==> src/rtl/keypad_pkg.sv <==
// Shared types and constants for the 4x4 matrix keypad scanner.
package keypad_pkg;

    typedef enum logic [1:0] {
        StIdle,
        StPend,
        StHeld,
        StRel
    } state_t;

    // one = exactly one key seen in the scan; code is its hex value.
    typedef struct packed {
        logic       one;
        logic [3:0] code;
    } class_t;

    localparam class_t CLASS_NONE = '{one: 1'b0, code: 4'h0};

    localparam logic [3:0] COL_RESET = 4'b1110;

    // Indexed by {row, col}; row 0 is the top row, col 0 the leftmost column.
    localparam logic [15:0][3:0] KEY_MAP = {
        4'hD, 4'hE, 4'hF, 4'h0,
        4'hC, 4'h9, 4'h8, 4'h7,
        4'hB, 4'h6, 4'h5, 4'h4,
        4'hA, 4'h3, 4'h2, 4'h1
    };

endpackage

==> src/rtl/keypad_col_driver.sv <==
// Column strobe rotation with per-column settle counter; flags sample and end-of-scan edges.
module keypad_col_driver
    import keypad_pkg::*;
#(
    parameter int unsigned SETTLE_CYCLES = 1024
) (
    input  logic       clk,
    input  logic       rst,
    output logic [3:0] col,
    output logic [1:0] col_idx,
    output logic       sample,
    output logic       scan_done
);

    localparam int unsigned CW = (SETTLE_CYCLES > 1) ? $clog2(SETTLE_CYCLES) : 1;
    localparam logic [CW-1:0] LAST = CW'(SETTLE_CYCLES - 1);

    logic [CW-1:0] cnt_q;
    logic [3:0]    col_q;
    logic [1:0]    idx_q;

    assign sample    = (cnt_q == LAST);
    assign scan_done = sample && (idx_q == 2'd3);
    assign col       = col_q;
    assign col_idx   = idx_q;

    always_ff @(posedge clk) begin
        if (rst) begin
            cnt_q <= '0;
            col_q <= COL_RESET;
            idx_q <= 2'd0;
        end else if (sample) begin
            cnt_q <= '0;
            col_q <= {col_q[2:0], col_q[3]};
            idx_q <= idx_q + 2'd1;
        end else begin
            cnt_q <= cnt_q + CW'(1);
        end
    end

endmodule

==> src/rtl/keypad_scanner.sv <==
// 4x4 keypad scanner: row sync, press matrix, ghost-rejecting classifier, debounce FSM, history.
module keypad_scanner
    import keypad_pkg::*;
#(
    parameter int unsigned SETTLE_CYCLES  = 1024,
    parameter int unsigned DEBOUNCE_SCANS = 4
) (
    input  logic        clk,
    input  logic        rst,
    input  logic [3:0]  row,
    output logic [3:0]  col,
    output logic [3:0]  key_code,
    output logic        key_valid,
    output logic        key_held,
    output logic [15:0] digits
);

    localparam int unsigned DW = (DEBOUNCE_SCANS < 2) ? 1 : $clog2(DEBOUNCE_SCANS + 1);
    localparam logic [DW-1:0] DEB = DW'(DEBOUNCE_SCANS);

    logic [1:0]  col_idx;
    logic        sample;
    logic        scan_done;

    logic [3:0]  row_meta_q, row_sync_q;
    logic [15:0] matrix_q, matrix_d;
    logic [4:0]  ones;
    logic [3:0]  hit;
    class_t      class_d, class_q;
    logic        eval_q;

    state_t      state_q, state_d;
    logic [DW-1:0] cnt_q, cnt_d, cnt_inc;
    logic [3:0]  cand_q, cand_d;
    logic [3:0]  code_q, code_d;
    logic        valid_q, valid_d;
    logic        held_q, held_d;
    logic [15:0] digits_q, digits_d;
    logic        accept;
    logic [3:0]  accept_key;

    keypad_col_driver #(
        .SETTLE_CYCLES(SETTLE_CYCLES)
    ) u_col_driver (
        .clk      (clk),
        .rst      (rst),
        .col      (col),
        .col_idx  (col_idx),
        .sample   (sample),
        .scan_done(scan_done)
    );

    always_comb begin
        matrix_d = matrix_q;
        if (sample) begin
            for (int r = 0; r < 4; r++) begin
                matrix_d[{r[1:0], col_idx}] = ~row_sync_q[r];
            end
        end
    end

    // Classify the matrix including the column captured on this same edge.
    always_comb begin
        ones = '0;
        hit  = '0;
        for (int i = 0; i < 16; i++) begin
            if (matrix_d[i]) begin
                ones = ones + 5'd1;
                hit  = 4'(i);
            end
        end
        class_d.one  = (ones == 5'd1);
        class_d.code = (ones == 5'd1) ? KEY_MAP[hit] : 4'h0;
    end

    assign cnt_inc = cnt_q + DW'(1);

    always_comb begin
        state_d    = state_q;
        cnt_d      = cnt_q;
        cand_d     = cand_q;
        code_d     = code_q;
        valid_d    = 1'b0;
        held_d     = held_q;
        digits_d   = digits_q;
        accept     = 1'b0;
        accept_key = cand_q;
        if (eval_q) begin
            unique case (state_q)
                StIdle: begin
                    if (class_q.one) begin
                        cand_d = class_q.code;
                        cnt_d  = DW'(1);
                        if (DEBOUNCE_SCANS == 1) begin
                            accept     = 1'b1;
                            accept_key = class_q.code;
                        end else begin
                            state_d = StPend;
                        end
                    end
                end
                StPend: begin
                    if (class_q.one && class_q.code == cand_q) begin
                        cnt_d = cnt_inc;
                        if (cnt_inc >= DEB) accept = 1'b1;
                    end else if (class_q.one) begin
                        cand_d = class_q.code;
                        cnt_d  = DW'(1);
                    end else begin
                        state_d = StIdle;
                    end
                end
                StHeld: begin
                    if (!class_q.one) begin
                        cnt_d = DW'(1);
                        if (DEBOUNCE_SCANS == 1) begin
                            held_d  = 1'b0;
                            state_d = StIdle;
                        end else begin
                            state_d = StRel;
                        end
                    end
                end
                StRel: begin
                    if (!class_q.one) begin
                        cnt_d = cnt_inc;
                        if (cnt_inc >= DEB) begin
                            held_d  = 1'b0;
                            state_d = StIdle;
                        end
                    end else begin
                        state_d = StHeld;
                    end
                end
                default: state_d = StIdle;
            endcase
        end
        if (accept) begin
            code_d   = accept_key;
            valid_d  = 1'b1;
            held_d   = 1'b1;
            digits_d = {digits_q[11:0], accept_key};
            state_d  = StHeld;
        end
    end

    always_ff @(posedge clk) begin
        if (rst) begin
            row_meta_q <= 4'hF;
            row_sync_q <= 4'hF;
            matrix_q   <= '0;
            class_q    <= CLASS_NONE;
            eval_q     <= 1'b0;
            state_q    <= StIdle;
            cnt_q      <= '0;
            cand_q     <= '0;
            code_q     <= '0;
            valid_q    <= 1'b0;
            held_q     <= 1'b0;
            digits_q   <= '0;
        end else begin
            row_meta_q <= row;
            row_sync_q <= row_meta_q;
            matrix_q   <= matrix_d;
            if (scan_done) class_q <= class_d;
            eval_q     <= scan_done;
            state_q    <= state_d;
            cnt_q      <= cnt_d;
            cand_q     <= cand_d;
            code_q     <= code_d;
            valid_q    <= valid_d;
            held_q     <= held_d;
            digits_q   <= digits_d;
        end
    end

    assign key_code  = code_q;
    assign key_valid = valid_q;
    assign key_held  = held_q;
    assign digits    = digits_q;

endmodule

==> config.mk <==
export PLATFORM = sky130hd
export DESIGN_NAME = keypad_scanner
export DESIGN_NICKNAME = d
export VERILOG_FILES = /design/src/rtl/keypad_pkg.sv /design/src/rtl/keypad_col_driver.sv /design/src/rtl/keypad_scanner.sv
export SDC_FILE = /design/constraint.sdc
export NUM_CORES = 1
export LEC_CHECK = 0
export BUFFER_PORTS_ARGS = -buffer_cell sky130_fd_sc_hd__clkbuf_2
export CORE_UTILIZATION = 63
export CTS_BUF_LIST = sky130_fd_sc_hd__clkbuf_4 sky130_fd_sc_hd__clkbuf_8
export DETAILED_ROUTE_END_ITERATION = 10
export HOLD_SLACK_MARGIN = 0.05
export PLACE_DENSITY = 0.89
export SYNTH_ARGS = -nofsm -noshare
export SYNTH_HDL_FRONTEND = slang
export SYNTH_SLANG_ARGS = --single-unit
==> constraint.sdc <==
create_clock -name clk -period 13.8 [get_ports clk]
set_input_delay 0.69 -clock clk [delete_from_list [all_inputs] [get_ports clk]]
set_output_delay 0.69 -clock clk [all_outputs]
set_load 0.03 [all_outputs]
==> key figures <==
Layout
  – Core Util, Final: a little over two thirds
  – Diodes inserted: 0
  – Fill cell count: about 600
  – Share of cells above drive strength 1: ~14%
  – Nets@finish: ~650
  – Design area: between 5000 and 6000 um2
  – Area Overhead vs Synth: 7.370%

Clocking
  – Worst-Skew Late Latency: 0.35 ns
  – Post-CTS Hold Fix Bufs: 0
  – Max H-tree Level: 3
  – Post-CTS setup buffer count: 0
  – TritonCTS clock tree: built
  – Post-CTS resize count: 0
  – Longest Clk Path Bufs: 2
  – Root Driver: clkbuf_8
  – TritonCTS Buffers: 9
  – Clk sink count: 73
  – CTS clk-pin slew, worst paths: about 0.080 ns

Worst setup path
  – CP Data Arrival Time: ~12 ns
  – Most common cell on crit path: ha_1
  – Crit path launch: u_col_driver.cnt_q[0]
  – Worst r2r dst: class_q[3]
  – Critical path endpoint category: register
  – Worst Reg-to-Reg Cells: 55
  – Largest stage delay on the critical path: around 0.52 ns
  – CP startpoint kind: register
  – Setup CP Type: reg -> reg
  – CP endpoint: class_q[3]
  – Worst Path Max Fanout: 10
  – Flop-to-flop setup slack: 2.56 ns
  – Reg2reg start: u_col_driver.cnt_q[0]
  – WP data required: approximately 14 ns
  – CP max-delay cell: and4_1

Placement
  – Routability cong.: roughly 0.91
  – Pre-CTS WS: ~2.8 ns
  – Port Buf Inserts: 31
  – Placed wire-length estimate: between 8000 and 9000 um
  – Placed inst area: just over 5000 um2

Min path
  – Hold Path Origin: row_meta_q[1]
  – HP Class: reg -> reg

STA
  – Achievable frequency: around 90 MHz
  – Fin crit share: between 80% and 90%
  – Crit path time final: ~11 ns
  – Normalized max-slew margin: between 30% and 40%
  – Final Hold Viols: 0
  – Slew Viols, Final: 0
  – Sum Neg Setup Slack: 0 ns
  – Unrepaired setup endpoints after global routing: no
  – Worst-Margin Slew: 0.9769 ns
  – Final setup viols: 0
  – Post-route worst setup slack: around 2.6 ns
  – Max Clock Skew: 0.007182 ns

Synth
  – Cells after synthesis: between 600 and 700
  – Cell taking the most area after synthesis: dfxtp_1
  – Count leader, synth: nand2_1
  – Top FF cell, synth: dfxtp_1
  – Yosys reg bits: 73
  – Most common library cells after synthesis: 88 x nand2_1, 73 x dfxtp_1, 70 x nor2_1, 44 x a21oi_1, 26 x xnor2_1
  – Top cells by area, synth: dfxtp_1 29%, nand2_1 6.6%, ha_1 5.8%
  – Share of the synthesized area in the top cell type: between 20% and 30%
  – Post-Syn Area: ~5000 um2
  – Syn Nets: about 640
  – Post-synth EDFFs: 0
  – FFs w/ async S/R, synth: 0%
  – Yosys warns: 0
  – Avg Cell Area, Syn: 8.182 um2
  – Seq/Total Area, Yosys: approximately 30%
  – Distinct cell type count after synthesis: 78

Floorplan
  – Initial cell density of the core: around 65%
  – Chip width: 91.01 um
  – Core Area: approximately 7700 um2
  – Cell row count: 32
  – Die ar.: just over 8000 um2
  – Overall die height: roughly 91 um
  – Top-level I/O count: 32

Power and ir drop
  – P_leak: 2.230 nW
  – Cell Pwr Density: approximately 74 nW/um2
  – Peak supply drop: approximately 0.000050 V

Global route
  – Vias in the first global route: around 4200
  – All-Layer GR Usage: 27.76%
  – GRT Residual Overflow: 0
  – First-pass GRT wire length: roughly 19000 um
  – Largest net degree at the start of global routing: 70
  – Initial antenna violation count: 0

Outcome
  – Status: completed

Run
  – Max_cap viols: 0

Routing
  – Initial DRC count: between 200 and 250
  – DRT antenna net count: 0
  – DRC: 0
  – Routed wire length: 10960 um
  – First-pass DRT Iterations: 5
  – DR vias/cell: around 6.0
  – WL per Instance: 15.01 um
  – Total number of vias: between 4000 and 5000
## metal layers
layer | GRT usage (%) | part of all wire, %
met5 | 0 | 0
met4 | 12.17 | 2.4
met3 | 3.853 | 4.9
met2 | 49.31 | 49
met1 | 33.30 | 44
## layout by cell type (no fill, tap or decap), types with 15 or more instances in the layout
cell type / n
dfxtp_1: 73
o21ai_0: 21
mux2i_1: 15
xnor2_1: 26
nor2_1: 70
a21oi_1: 44
ha_1: 23
xor2_1: 15
clkbuf_2: 31
inv_1: 18
nand2_1: 88
nand3_1: 20
## state kept, by name, indices dropped and copies added, names as in the netlist, 4 cells and up
name / flops
digits: 13
accept_key: 4
row_meta_q: 4
matrix_q: 16
u_col_driver.cnt_q: 10
row_sync_q: 4
u_col_driver.col: 4
class_q: 5
## worst max-delay path, delay by kind of cell, from the launching register on
family	cells	cell delay [ns]
AOI/OAI and AO/OA	13	2.44
xor gates and xnor gates	2	0.38
adders and majority gates	15	4.16
buffers and inverters	3	0.24
DFF	1	0.36
muxes	3	0.87
and+or+nand+nor	19	2.70
## report_power, final
part           switching [mW]  internal [mW]  total (mW)
sequential            0.00151          0.212       0.214
combinational         0.00457        0.00258     0.00715
clock                  0.0823         0.0947       0.177
total                  0.0883          0.310       0.398
## through the flow
stage	hold slack (ns)	total power, mW	cells
global placement	0.3923	0.2254	714
detailed placement	0.3941	0.2258	714
floorplan	0.3895	0.2236	610
CTS	0.4131	0.3998	730
global route	0.4223	0.4096	730
finish	0.4139	0.3979	730
## how the worst min path moves through the flow
stage                                to  depth (start not counted)
final                     row_sync_q[1]                          1
after global routing      row_sync_q[2]                          1
after CTS                 row_sync_q[3]                          1
after detailed placement  row_sync_q[3]                          1
after global placement    row_sync_q[3]                          1
after floorplan           row_sync_q[0]                          1
## area by class of cell
class | instances | area [um2] | area share, %
clock buffers | 11 | 151.4 | 2.825
clock inverters | 5 | 61.31 | 1.144
inverters | 18 | 67.56 | 1.261
multi-input cells | 486 | 3304 | 61.66
flip-flops and latches | 73 | 1461 | 27.27
well taps | 102 | 127.6 | 2.382
repair buffers | 35 | 185.2 | 3.456
## cell families after synthesis
family | share of synthesized area (%)
xor+xnor | 14.94
buf+inv | 4.512
mux | 5.114
compound gates | 14.67
flops | 29.28
fa+ha+maj | 5.966
simple gates | 25.52
No activity file was read; power rests on OpenSTA's default activity.
